**config.mk**
```make
export PLATFORM = sky130hd
export DESIGN_NAME = recovery_control
export DESIGN_NICKNAME = d
export VERILOG_FILES = /design/src/rtl/ft_pkg.sv /design/src/rtl/replay_counter.sv /design/src/rtl/recovery_control.sv
export SDC_FILE = /design/constraint.sdc
export NUM_CORES = 1
export LEC_CHECK = 0
export BUFFER_PORTS_ARGS = -buffer_cell sky130_fd_sc_hd__buf_4
export CORE_MARGIN = 2
export CORE_UTILIZATION = 45
export DETAILED_ROUTE_END_ITERATION = 16
export GPL_ROUTABILITY_DRIVEN = 0
export PLACE_DENSITY = 0.68
export SKIP_LAST_GASP = 1
export SYNTH_ARGS = -nofsm -noshare
export SYNTH_HDL_FRONTEND = slang
export SYNTH_HIERARCHICAL = 1
export SYNTH_SLANG_ARGS = --single-unit
```
**constraint.sdc**
```tcl
create_clock -name clk -period 2.84 [get_ports clk]
set_input_delay 0.852 -clock clk [delete_from_list [all_inputs] [get_ports clk]]
set_output_delay 0.852 -clock clk [all_outputs]
set_load 0.01 [all_outputs]
```
**src/rtl/ft_pkg.sv**
```systemverilog
// Shared types and default constants for the fault-tolerance recovery logic.
// Holds the recovery FSM state type and the default parameter values.
package ft_pkg;

    typedef enum logic [2:0] {
        ST_IDLE,
        ST_HALT,
        ST_REPLAY,
        ST_RESUME,
        ST_FAIL
    } recovery_state_t;

    localparam int DEF_ADDR_WIDTH = 5;
    localparam int DEF_NUM_CORES  = 3;
    localparam int DEF_MAX_RETRY  = 3;
    localparam int DEF_CNT_WIDTH  = 8;

endpackage

```
**src/rtl/replay_counter.sv**
```systemverilog
// Register-file replay address sequencer: clears to 0, steps by one when enabled.
// Ports: clk, rst_n, clear, enable -> count (current address), last (count at max).
module replay_counter #(
    parameter int WIDTH = 5
) (
    input  logic             clk,
    input  logic             rst_n,
    input  logic             clear,
    input  logic             enable,
    output logic [WIDTH-1:0] count,
    output logic             last
);

    always_ff @(posedge clk or negedge rst_n) begin
        if (!rst_n) begin
            count <= '0;
        end else if (clear) begin
            count <= '0;
        end else if (enable) begin
            count <= count + 1'b1;
        end
    end

    assign last = (count == {WIDTH{1'b1}});

endmodule

```
**src/rtl/recovery_control.sv**
```systemverilog
// Lock-step error recovery: halts cores, replays the register file, resumes or fails.
// Ports: clk, rst_n, error_i, replay_ready_i -> halt_o, resume_o, replay_valid_o,
//        replay_addr_o, faulty_mask_o, fail_o, error_count_o.
module recovery_control
    import ft_pkg::*;
#(
    parameter int ADDR_WIDTH = DEF_ADDR_WIDTH,
    parameter int NUM_CORES  = DEF_NUM_CORES,
    parameter int MAX_RETRY  = DEF_MAX_RETRY,
    parameter int CNT_WIDTH  = DEF_CNT_WIDTH
) (
    input  logic                  clk,
    input  logic                  rst_n,
    input  logic [NUM_CORES-1:0]  error_i,
    input  logic                  replay_ready_i,
    output logic                  halt_o,
    output logic                  resume_o,
    output logic                  replay_valid_o,
    output logic [ADDR_WIDTH-1:0] replay_addr_o,
    output logic [NUM_CORES-1:0]  faulty_mask_o,
    output logic                  fail_o,
    output logic [CNT_WIDTH-1:0]  error_count_o
);

    localparam int RW = (MAX_RETRY > 1) ? $clog2(MAX_RETRY) : 1;

    recovery_state_t state, state_next;

    logic [NUM_CORES-1:0] mask_q, mask_d;
    logic [CNT_WIDTH-1:0] cnt_q, cnt_d;
    logic [RW-1:0]        retry_q, retry_d;

    logic any_err;
    logic retry_hit;
    logic ctr_clear;
    logic ctr_en;
    logic ctr_last;

    assign any_err   = |error_i;
    // Another replay error would use up the last allowed attempt.
    assign retry_hit = (int'(retry_q) + 1 >= MAX_RETRY);

    replay_counter #(
        .WIDTH (ADDR_WIDTH)
    ) u_replay_counter (
        .clk    (clk),
        .rst_n  (rst_n),
        .clear  (ctr_clear),
        .enable (ctr_en),
        .count  (replay_addr_o),
        .last   (ctr_last)
    );

    always_ff @(posedge clk or negedge rst_n) begin
        if (!rst_n) begin
            state   <= ST_IDLE;
            mask_q  <= '0;
            cnt_q   <= '0;
            retry_q <= '0;
        end else begin
            state   <= state_next;
            mask_q  <= mask_d;
            cnt_q   <= cnt_d;
            retry_q <= retry_d;
        end
    end

    always_comb begin
        state_next = state;
        mask_d     = mask_q;
        cnt_d      = cnt_q;
        retry_d    = retry_q;
        ctr_clear  = 1'b0;
        ctr_en     = 1'b0;
        unique case (state)
            ST_IDLE: begin
                if (any_err) begin
                    state_next = ST_HALT;
                    mask_d     = error_i;
                    retry_d    = '0;
                    if (cnt_q != {CNT_WIDTH{1'b1}}) begin
                        cnt_d = cnt_q + 1'b1;
                    end
                end
            end
            ST_HALT: begin
                state_next = ST_REPLAY;
                ctr_clear  = 1'b1;
                mask_d     = mask_q | error_i;
            end
            ST_REPLAY: begin
                // An error wins over a handshake in the same cycle.
                if (any_err) begin
                    mask_d    = mask_q | error_i;
                    ctr_clear = 1'b1;
                    if (retry_hit) begin
                        state_next = ST_FAIL;
                    end else begin
                        retry_d    = retry_q + 1'b1;
                        state_next = ST_HALT;
                    end
                end else if (replay_ready_i) begin
                    if (ctr_last) begin
                        state_next = ST_RESUME;
                        ctr_clear  = 1'b1;
                    end else begin
                        ctr_en = 1'b1;
                    end
                end
            end
            ST_RESUME: begin
                retry_d = '0;
                if (any_err) begin
                    state_next = ST_HALT;
                    mask_d     = error_i;
                    if (cnt_q != {CNT_WIDTH{1'b1}}) begin
                        cnt_d = cnt_q + 1'b1;
                    end
                end else begin
                    state_next = ST_IDLE;
                    mask_d     = '0;
                end
            end
            ST_FAIL: begin
                state_next = ST_FAIL;
            end
            default: begin
                state_next = ST_IDLE;
            end
        endcase
    end

    assign halt_o         = (state == ST_HALT) || (state == ST_REPLAY) ||
                            (state == ST_FAIL);
    assign resume_o       = (state == ST_RESUME);
    assign replay_valid_o = (state == ST_REPLAY);
    assign fail_o         = (state == ST_FAIL);
    assign faulty_mask_o  = mask_q;
    assign error_count_o  = cnt_q;

endmodule

```
==> flow_summary_export.csv, run 1 <==
group,metric,value,unit
status,status,"complete, no violations",
synthesis,ys_top_cells_by_area,"dfrtp_1, ha_1, nor2_1",
grt,grt_max_degree,22,
sta,worst_pin_slew,0.503,ns
cells_and_area,drive_above_1_share,26.5,%
clock_network,post-cts-setup-buffers,0,
routing,antenna_left,0,
sta,hold_violations,0,
power,combPwrFrac,5.9,%
routing,drt_iter0_markers,21,
worst_setup_path,crit_path_start_kind,"flip-flop",
die,placementRows,18,
synthesis,synth_ff_type,"dfrtp_1",
sta,layout_min_cycle_time,2.43,ns
routing,drc,0,
synthesis,yosys_warnings,6,
worst_setup_path,cp.required,1.99,ns
placed_design,hpwl,1670,um
synthesis,ys_top_cells_by_count,"dfrtp_1, nor2_1, o21ai_0",
sta,worst_slack,0.408,ns
synthesis,syn_inst,120,
grt,grt_usage,16.3,%
clock_network,cts.sinks,21,
synthesis,syn_area,0.00121,mm2
worst_setup_path,arrival,1.58,ns
power,vdd_drop_max,247,uV
clock_network,cts-buffers-inserted,3,
grt,grt_pass1_vias,958,
cells_and_area,n_antenna_cell,0,
sta,rsz0062_at_grt,"no",
synthesis,yosysTopAreaCellShare,43.3,%
die,die_x,56.0,um
clock_network,cts_max_path_buffers,2,
synthesis,yosys.cell_types.count,37,
synthesis,synth_top_area_cell,"dfrtp_1",
die,pin_count,26,
routing,vias,976,
worst_hold_path,min_path_type,"in -> async",
sta,fmax,411,MHz
power,p_seq_share,63.7,%
routing,totalWireLength,2300,um
grt,gr-total-overflow,0,
sta,timing.final.max_slew_violations,0,
synthesis,ys_async_sr_fraction,100,%
cells_and_area,syn_to_final_growth,19.6,%
power,switchingPower,0.000111,W
routing,drtPass1Iterations,4,
clock_network,clockRootBuffer,"clkbuf_4",
routing,wl_per_cell,13.0,um
job,max_cap_violations,0,
routing,vias_per_cell,5.51,
die,initial_core_util,48.2,%
grt,antenna_found_initial,0,
power,clkPwrFrac,30.4,%
die,fp.dieH,56.0,um
power,p_leak,0.703,nW
placed_design,dp_cells,173,
synthesis,syn_nets,131,
power,internal-power,0.000367,W
clock_network,ctsResizeCount,0,
worst_setup_path,end_kind,"primary output",
placed_design,pre_cts_ws,0.359,ns
cells_and_area,nNetsFinal,159,
placed_design,io_buffers,25,
clock_network,cts_hold_buf,0,
sta,maxSlewHeadroom,66.5,%
worst_setup_path,path_max_fanout,8,
synthesis,yosysSeqAreaShare,43.3,%
synthesis,avgSynthCellArea,10.1,um2
clock_network,tritoncts,"built",
clock_network,ctsHtreeMaxLevel,1,
sta,skew,0.00212,ns
synthesis,yosysMostFrequentCell,"dfrtp_1",
power,swShare,23.2,%
cells_and_area,fin_cells,177,
synthesis,synth.ff_latch_count,21,
clock_network,clkLatencyLatePin,0.30,ns
power,pwr_density_cell,329,mW/mm2
worst_setup_path,critPathKind,"reg -> out",
sta,period_share,85.6,%
sta,setup_viol,0,
clock_network,path_clk_slew,0.12,ns
grt,grt_pass1_wl,4170,um
die,core,0.00252,mm2
synthesis,synth_edf_count,0,
die,dieArea,0.00313,mm2
sta,finalSetupTns,0,ns
==> sequential cells by signal, summed over array words and instances (netlist names) <==
register                flops
state                       3
error_count_o               8
u_replay_counter/count      5
faulty_mask_o               3
retry_q                     2
==> metal layers <==
| metal | global-route usage (%) | vias to the layer above | share of wire [%] |
|---|---|---|---|
| li1 | - | 481 | - |
| met1 | 21.4 | 461 | 47 |
| met2 | 27.6 | 32 | 46 |
| met3 | 3.26 | 2 | 5.8 |
| met4 | 4.08 | 0 | 0.44 |
| met5 | 0 | - | 0 |
==> power groups by stage <==
stage | Clock [W] | Sequential (W) | Combinational [W]
2_1_floorplan | 0 | 0.000312 | 0.00000748
3_3_place_gp | 0 | 0.000310 | 0.0000281
3_5_place_dp | 0 | 0.000310 | 0.0000286
4_1_cts | 0.000152 | 0.000305 | 0.0000287
5_1_grt | 0.000165 | 0.000305 | 0.0000322
6_report | 0.000145 | 0.000305 | 0.0000281
==> logic make-up after synthesis <==
logic type,share of synthesized area (%)
buf+inv,4.33
fa+ha+maj,5.15
mux,5.66
xor+xnor,4.94
simple gates,25.0
compound gates,11.6
flops,43.3
==> critical path, cell delays in order (launching register included) <==
cell,delay (ns)
dfrtp_1,0.50
nor2b_2,0.40
nor2_1,0.07
o21bai_1,0.16
buf_4,0.15
==> layout by cell type, fill, tap and decap left out, types with 2 or more instances in the layout <==
cell       n
nand2_1    5
mux2_1     3
ha_1       5
nor2b_1    3
o21ai_0    8
mux2i_1    2
nand3b_1   2
and3_1     3
nor2_1    14
buf_4     27
dfrtp_1   21
nand4_1    4
and2_1     3
clkbuf_4   3
xnor2_1    5
or3_1      2
o211ai_1   3
inv_1      6
nand3_1    2
a21oi_1    7
nand2b_1   2
==> layout make-up <==
cell class              instances  area (um2)
flip-flops and latches         21         526
repair buffers                 27         203
clock buffers                   3        22.5
fillers                       229        1070
well taps                      30        37.5
inverters                       6        22.5
multi-input cells              89         637
clock inverters                 1        5.00
==> through the flow <==
stage | hold WS [ns] | util, % | instance area (um2) | total power, W
after CTS | 0.413 | 57.6 | 1450 | 0.000485
after global routing | 0.410 | 57.6 | 1450 | 0.000503
after global placement | 0.495 | 56.5 | 1430 | 0.000338
final | 0.407 | 57.6 | 1450 | 0.000478
after floorplan | 0.495 | - | 1210 | 0.000319
after detailed placement | 0.505 | 56.5 | 1430 | 0.000339
==> path summary, 6_finish.rpt <==
| check | from | to | slack [ns] | depth (start not counted) |
|---|---|---|---|---|
| min in group clk | error_count_o[0] | error_count_o[0] | 0.53 | 1 |
| max | state[1] | halt_o | 0.41 | 4 |
| min reg2reg | error_count_o[0] | error_count_o[0] | 0.53 | 1 |
| max in group asynchronous | rst_n | error_count_o[3] | 2.21 | 1 |
| max reg2reg | u_replay_counter/count[0] | u_replay_counter/count[3] | 0.72 | 7 |
| min | rst_n | faulty_mask_o[0] | 0.41 | 1 |
Note: power is estimated with default switching activity, not from simulation.
==> run 2: changes to the inputs <==
Settings changed: RECOVER_POWER from default to 100.
==> run 2 against run 1 <==
  * Non-clock buffer count did not move
  * Core utilization down 4.4 points
  * Worst setup slack better by 0.028 ns
  * Critical endpoint unchanged
==> flow_summary_export.csv, run 2 (synthesis results as in run 1) <==
group,metric,value,unit
cells_and_area,layout_commonest_cell,"clkbuf_1",
job,max_cap_violations,0,
sta,skew,0.00259,ns
sta,rsz0062_at_grt,"no",
worst_setup_path,crit_buf_inv,1,
clock_network,cts.sinks,21,
routing,top_layer_used,"met4",
worst_setup_path,end_kind,"primary output",
cells_and_area,n_fill_cell,254,
routing,antenna_left,0,
power,p_leak,0.607,nW
sta,timing.final.max_slew_violations,0,
sta,maxSlewHeadroom,25.4,%
sta,period_share,84.6,%
clock_network,clkLatencyLatePin,0.30,ns
power,pwr_density_cell,354,mW/mm2
cells_and_area,layout_common_cells,"clkbuf_1, dfrtp_1, nor2_1, o21ai_0, a21oi_1",
sta,worst_slack,0.436,ns
worst_setup_path,cp_slowest_cell,"dfrtp_1",
sta,fmax,416,MHz
cells_and_area,largest_reg_flops,8,
die,fp.dieH,56.0,um
cells_and_area,design_area,0.00134,mm2
placed_design,place_area,0.00143,mm2
routing,totalWireLength,2290,um
sta,finalSetupTns,0,ns
worst_setup_path,arrival,1.55,ns
placed_design,hpwl,1670,um
clock_network,ctsResizeCount,0,
sta,hold_violations,0,
sta,worst_pin_slew,1.12,ns
placed_design,pre_cts_ws,0.359,ns
worst_setup_path,crit_family,"flip-flops",
power,vdd_drop_max,248,uV
worst_setup_path,critical_path.max_stage_delay,0.51,ns
clock_network,ctsHtreeMaxLevel,1,
clock_network,cts_hold_buf,0,
routing,met2_length,1020,um
worst_setup_path,critPathKind,"reg -> out",
clock_network,clockRootBuffer,"clkbuf_4",
worst_hold_path,min_path_type,"reg -> reg",
die,pin_count,26,
clock_network,cts-buffers-inserted,3,
cells_and_area,nNetsFinal,159,
routing,drt_iter0_markers,25,
grt,grt_usage,16.3,%
grt,antenna_found_initial,0,
status,status,"complete, no violations",
routing,vias,960,
clock_network,path_clk_slew,0.12,ns
routing,wl_per_cell,12.9,um
worst_setup_path,path_max_fanout,8,
grt,gr-total-overflow,0,
die,dieArea,0.00313,mm2
clock_network,post-cts-setup-buffers,0,
routing,drtPass1Iterations,4,
cells_and_area,utilization,53.2,%
die,die_x,56.0,um
sta,layout_min_cycle_time,2.40,ns
die,placementRows,18,
routing,met3_length,125,um
routing,drc,0,
worst_setup_path,critical_path.cell_chain,"nor2b_2 -> nor2_1 -> o21bai_1 -> clkbuf_1",
worst_setup_path,crit_path_start_kind,"flip-flop",
die,core,0.00252,mm2
cells_and_area,drive_above_1_share,8.84,%
routing,vias_per_cell,5.42,
clock_network,tritoncts,"built",
placed_design,io_buffers,25,
cells_and_area,n_antenna_cell,0,
cells_and_area,syn_to_final_growth,10.5,%
clock_network,cts_max_path_buffers,2,
grt,grt_pass1_wl,4170,um
worst_setup_path,cp.required,1.99,ns
die,initial_core_util,48.2,%
grt,grt_pass1_vias,958,
grt,grt_max_degree,22,
routing,met1_length,1120,um
sta,setup_viol,0,
-- run 2: power by group --
group	switching, W	internal [W]	total [W]
clock network	0.0000954	0.0000525	0.000148
registers	0.00000250	0.000302	0.000304
logic	0.0000151	0.00000828	0.0000234
-- run 2: worst register-to-register path, cell delays in order, from the launching register on --
cell and delay, ns:
dfrtp_1 0.47, ha_1 0.26, and3_1 0.18, ha_1 0.20, nor4b_1 0.28, clkbuf_1 0.36, nand4_4 0.13, mux2_1 0.32
-- run 2: per-layer routing --
| layer | up-vias | global-route usage (%) |
|---|---|---|
| li1 | 475 | - |
| met1 | 455 | 21.4 |
| met2 | 25 | 27.6 |
| met3 | 5 | 3.26 |
| met4 | 0 | 4.08 |
| met5 | - | 0 |
-- run 2: worst paths after layout --
kind | startpoint | endpoint | slack, ns | depth (start not counted)
max | state[1] | halt_o | 0.44 | 4
min | error_count_o[0] | error_count_o[0] | 0.53 | 1
max reg2reg | u_replay_counter/count[0] | u_replay_counter/count[3] | 0.54 | 7
min reg2reg | error_count_o[0] | error_count_o[0] | 0.53 | 1
max in group asynchronous | rst_n | retry_q[0] | 1.45 | 1
min in group asynchronous | rst_n | faulty_mask_o[0] | 0.73 | 1
-- run 2: stage by stage --
step | power, W | instances | hold WS, ns
finish | 0.000476 | 177 | 0.532
global route | 0.000498 | 177 | 0.562
CTS | 0.000485 | 177 | 0.413
detailed placement | 0.000339 | 173 | 0.505
global placement | 0.000338 | 173 | 0.495
floorplan | 0.000319 | 120 | 0.495
-- run 2: final cells by class --
| cell class | count | area [um2] | area share [%] |
|---|---|---|---|
| multi-input combinational | 89 | 609 | 45.4 |
| clock buffer | 3 | 22.5 | 1.68 |
| timing repair buffer | 27 | 120 | 8.95 |
| clock inverter | 1 | 5.00 | 0.373 |
| tap | 30 | 37.5 | 2.80 |
| sequential | 21 | 526 | 39.1 |
| inverter | 6 | 22.5 | 1.68 |
==> run 3: changes to the inputs <==
Clock period 2.84 ns to 2.3 ns, I/O delays scaled along.
==> run 3 against run 2 <==
  * Final area up 3.6%
  * Register-to-register slack worse by 0.38 ns
  * Sequential share of layout area down 1.3 points
  * Via count up 1.8%
  * Wire length up 1.4%
  * Sequential power up 24%
  * Sequential cell count unchanged
  * Clock power up 20%
  * Power up 23%
  * Global-route usage up 0.48 points
==> flow_summary_export.csv, run 3 (synthesis results as in run 1) <==
group,metric,value,unit
status,status,"complete, no violations",
die,core,0.00252,mm2
clock_network,cts_max_path_buffers,2,
clock_network,ctsHtreeMaxLevel,1,
sta,hold_violations,0,
die,dieArea,0.00313,mm2
routing,antenna_left,0,
routing,drc,0,
worst_setup_path,path_max_fanout,8,
sta,timing.final.max_slew_violations,0,
worst_setup_path,critical_path.cell_chain,"nor2b_4 -> nor2_1 -> o21bai_1 -> buf_4",
clock_network,clockRootBuffer,"clkbuf_4",
worst_hold_path,min_path_type,"reg -> reg",
power,pwr_density_cell,420,mW/mm2
worst_setup_path,critical_path.max_stage_delay,0.51,ns
worst_setup_path,cp_slowest_cell,"dfrtp_1",
sta,maxSlewHeadroom,26.2,%
grt,grt_usage,16.8,%
cells_and_area,nNetsFinal,161,
clock_network,path_clk_slew,0.12,ns
die,fp.dieH,56.0,um
cells_and_area,register_area,527,um2
worst_setup_path,reg2reg_setup_slack,0.16,ns
die,initial_core_util,48.2,%
cells_and_area,n_fill_cell,247,
clock_network,cts-buffers-inserted,3,
placed_design,hpwl,1720,um
sta,setup_viol,0,
routing,drtPass1Iterations,4,
routing,vias,977,
worst_setup_path,arrival,1.46,ns
clock_network,cts_hold_buf,0,
cells_and_area,syn_to_final_growth,14.5,%
cells_and_area,multi_input_area,634,um2
worst_setup_path,end_kind,"primary output",
grt,antenna_found_initial,0,
grt,grt_max_degree,22,
placed_design,io_buffers,25,
sta,worst_pin_slew,1.11,ns
worst_setup_path,crit_path_start_kind,"flip-flop",
routing,drt_iter0_markers,30,
power,vdd_drop_max,361,uV
sta,fmax,465,MHz
power,p_total,0.000584,W
sta,finalSetupTns,0,ns
routing,wl_per_cell,13.0,um
cells_and_area,layout_common_cells,"dfrtp_1, clkbuf_1, nor2_1, o21ai_0, buf_4",
job,max_cap_violations,0,
sta,rsz0062_at_grt,"no",
cells_and_area,n_antenna_cell,0,
die,die_x,56.0,um
clock_network,cts.sinks,21,
clock_network,clkLatencyLatePin,0.31,ns
cells_and_area,largest_reg_flops,8,
routing,vias_per_cell,5.46,
grt,grt_pass1_vias,900,
die,pin_count,26,
cells_and_area,drive_above_1_share,13.4,%
sta,skew,0.00990,ns
sta,layout_min_cycle_time,2.15,ns
routing,totalWireLength,2320,um
die,placementRows,18,
grt,grt_pass1_wl,4160,um
worst_setup_path,critPathKind,"reg -> out",
worst_setup_path,cp.required,1.61,ns
clock_network,post-cts-setup-buffers,0,
grt,gr-total-overflow,0,
power,p_leak,0.625,nW
sta,period_share,93.5,%
clock_network,tritoncts,"built",
## run 3: path summary, 6_finish.rpt
| path | startpoint | endpoint | cells past startpoint |
|---|---|---|---|
| max | state[1] | halt_o | 4 |
| min | faulty_mask_o[1] | faulty_mask_o[1] | 2 |
| max reg2reg | u_replay_counter/count[0] | u_replay_counter/count[3] | 7 |
| min reg2reg | faulty_mask_o[1] | faulty_mask_o[1] | 2 |
| max in group asynchronous | rst_n | state[0] | 1 |
| min in group asynchronous | rst_n | faulty_mask_o[2] | 1 |
## run 3: power by group
group          internal, W  switching [W]
Combinational    0.0000105      0.0000196
Sequential        0.000373     0.00000333
Clock            0.0000650       0.000113
## run 3: per-stage QoR
stage          worst slack (ns)  hold WS (ns)  util (%)  instance area [um2]  instances
3_3_place_gp             0.0708         0.495      57.1                 1440        175
2_1_floorplan             0.101         0.394         -                 1210        120
5_1_grt                  0.0274         0.569      55.2                 1390        179
4_1_cts                  0.0280         0.237      58.2                 1470        179
6_report                  0.149         0.528      55.2                 1390        179
3_5_place_dp             0.0548         0.507      57.1                 1440        175
## run 3: critical path, delay by kind of cell, from the launching register on
kind | cells | cell delay [ns]
simple gates | 2 | 0.37
flops | 1 | 0.51
buf+inv | 1 | 0.14
compound gates | 1 | 0.13
## run 3: cell type report
class                           count  area share (%)
Multi-Input combinational cell     89            45.6
Sequential cell                    21            37.9
Timing Repair Buffer               29            10.3
Tap cell                           30            2.70
Clock buffer                        3            1.62
Inverter                            6            1.62
Clock inverter                      1           0.360
## run 3: repair_timing
| action | CTS | global route |
|---|---|---|
| setup endpoints to repair | 0 | 1 |
| hold endpoints to repair | 0 | 0 |
| gates resized for setup | 0 | 2 |
## run 3: layer usage
| metal | GRT usage, % | vias to the layer above | routed length [um] |
|---|---|---|---|
| met4 | 5.10 | 0 | 27 |
| met1 | 22.6 | 466 | 1090 |
| li1 | - | 484 | - |
| met3 | 4.88 | 5 | 137 |
| met2 | 26.2 | 22 | 1060 |
| met5 | 0 | - | 0 |
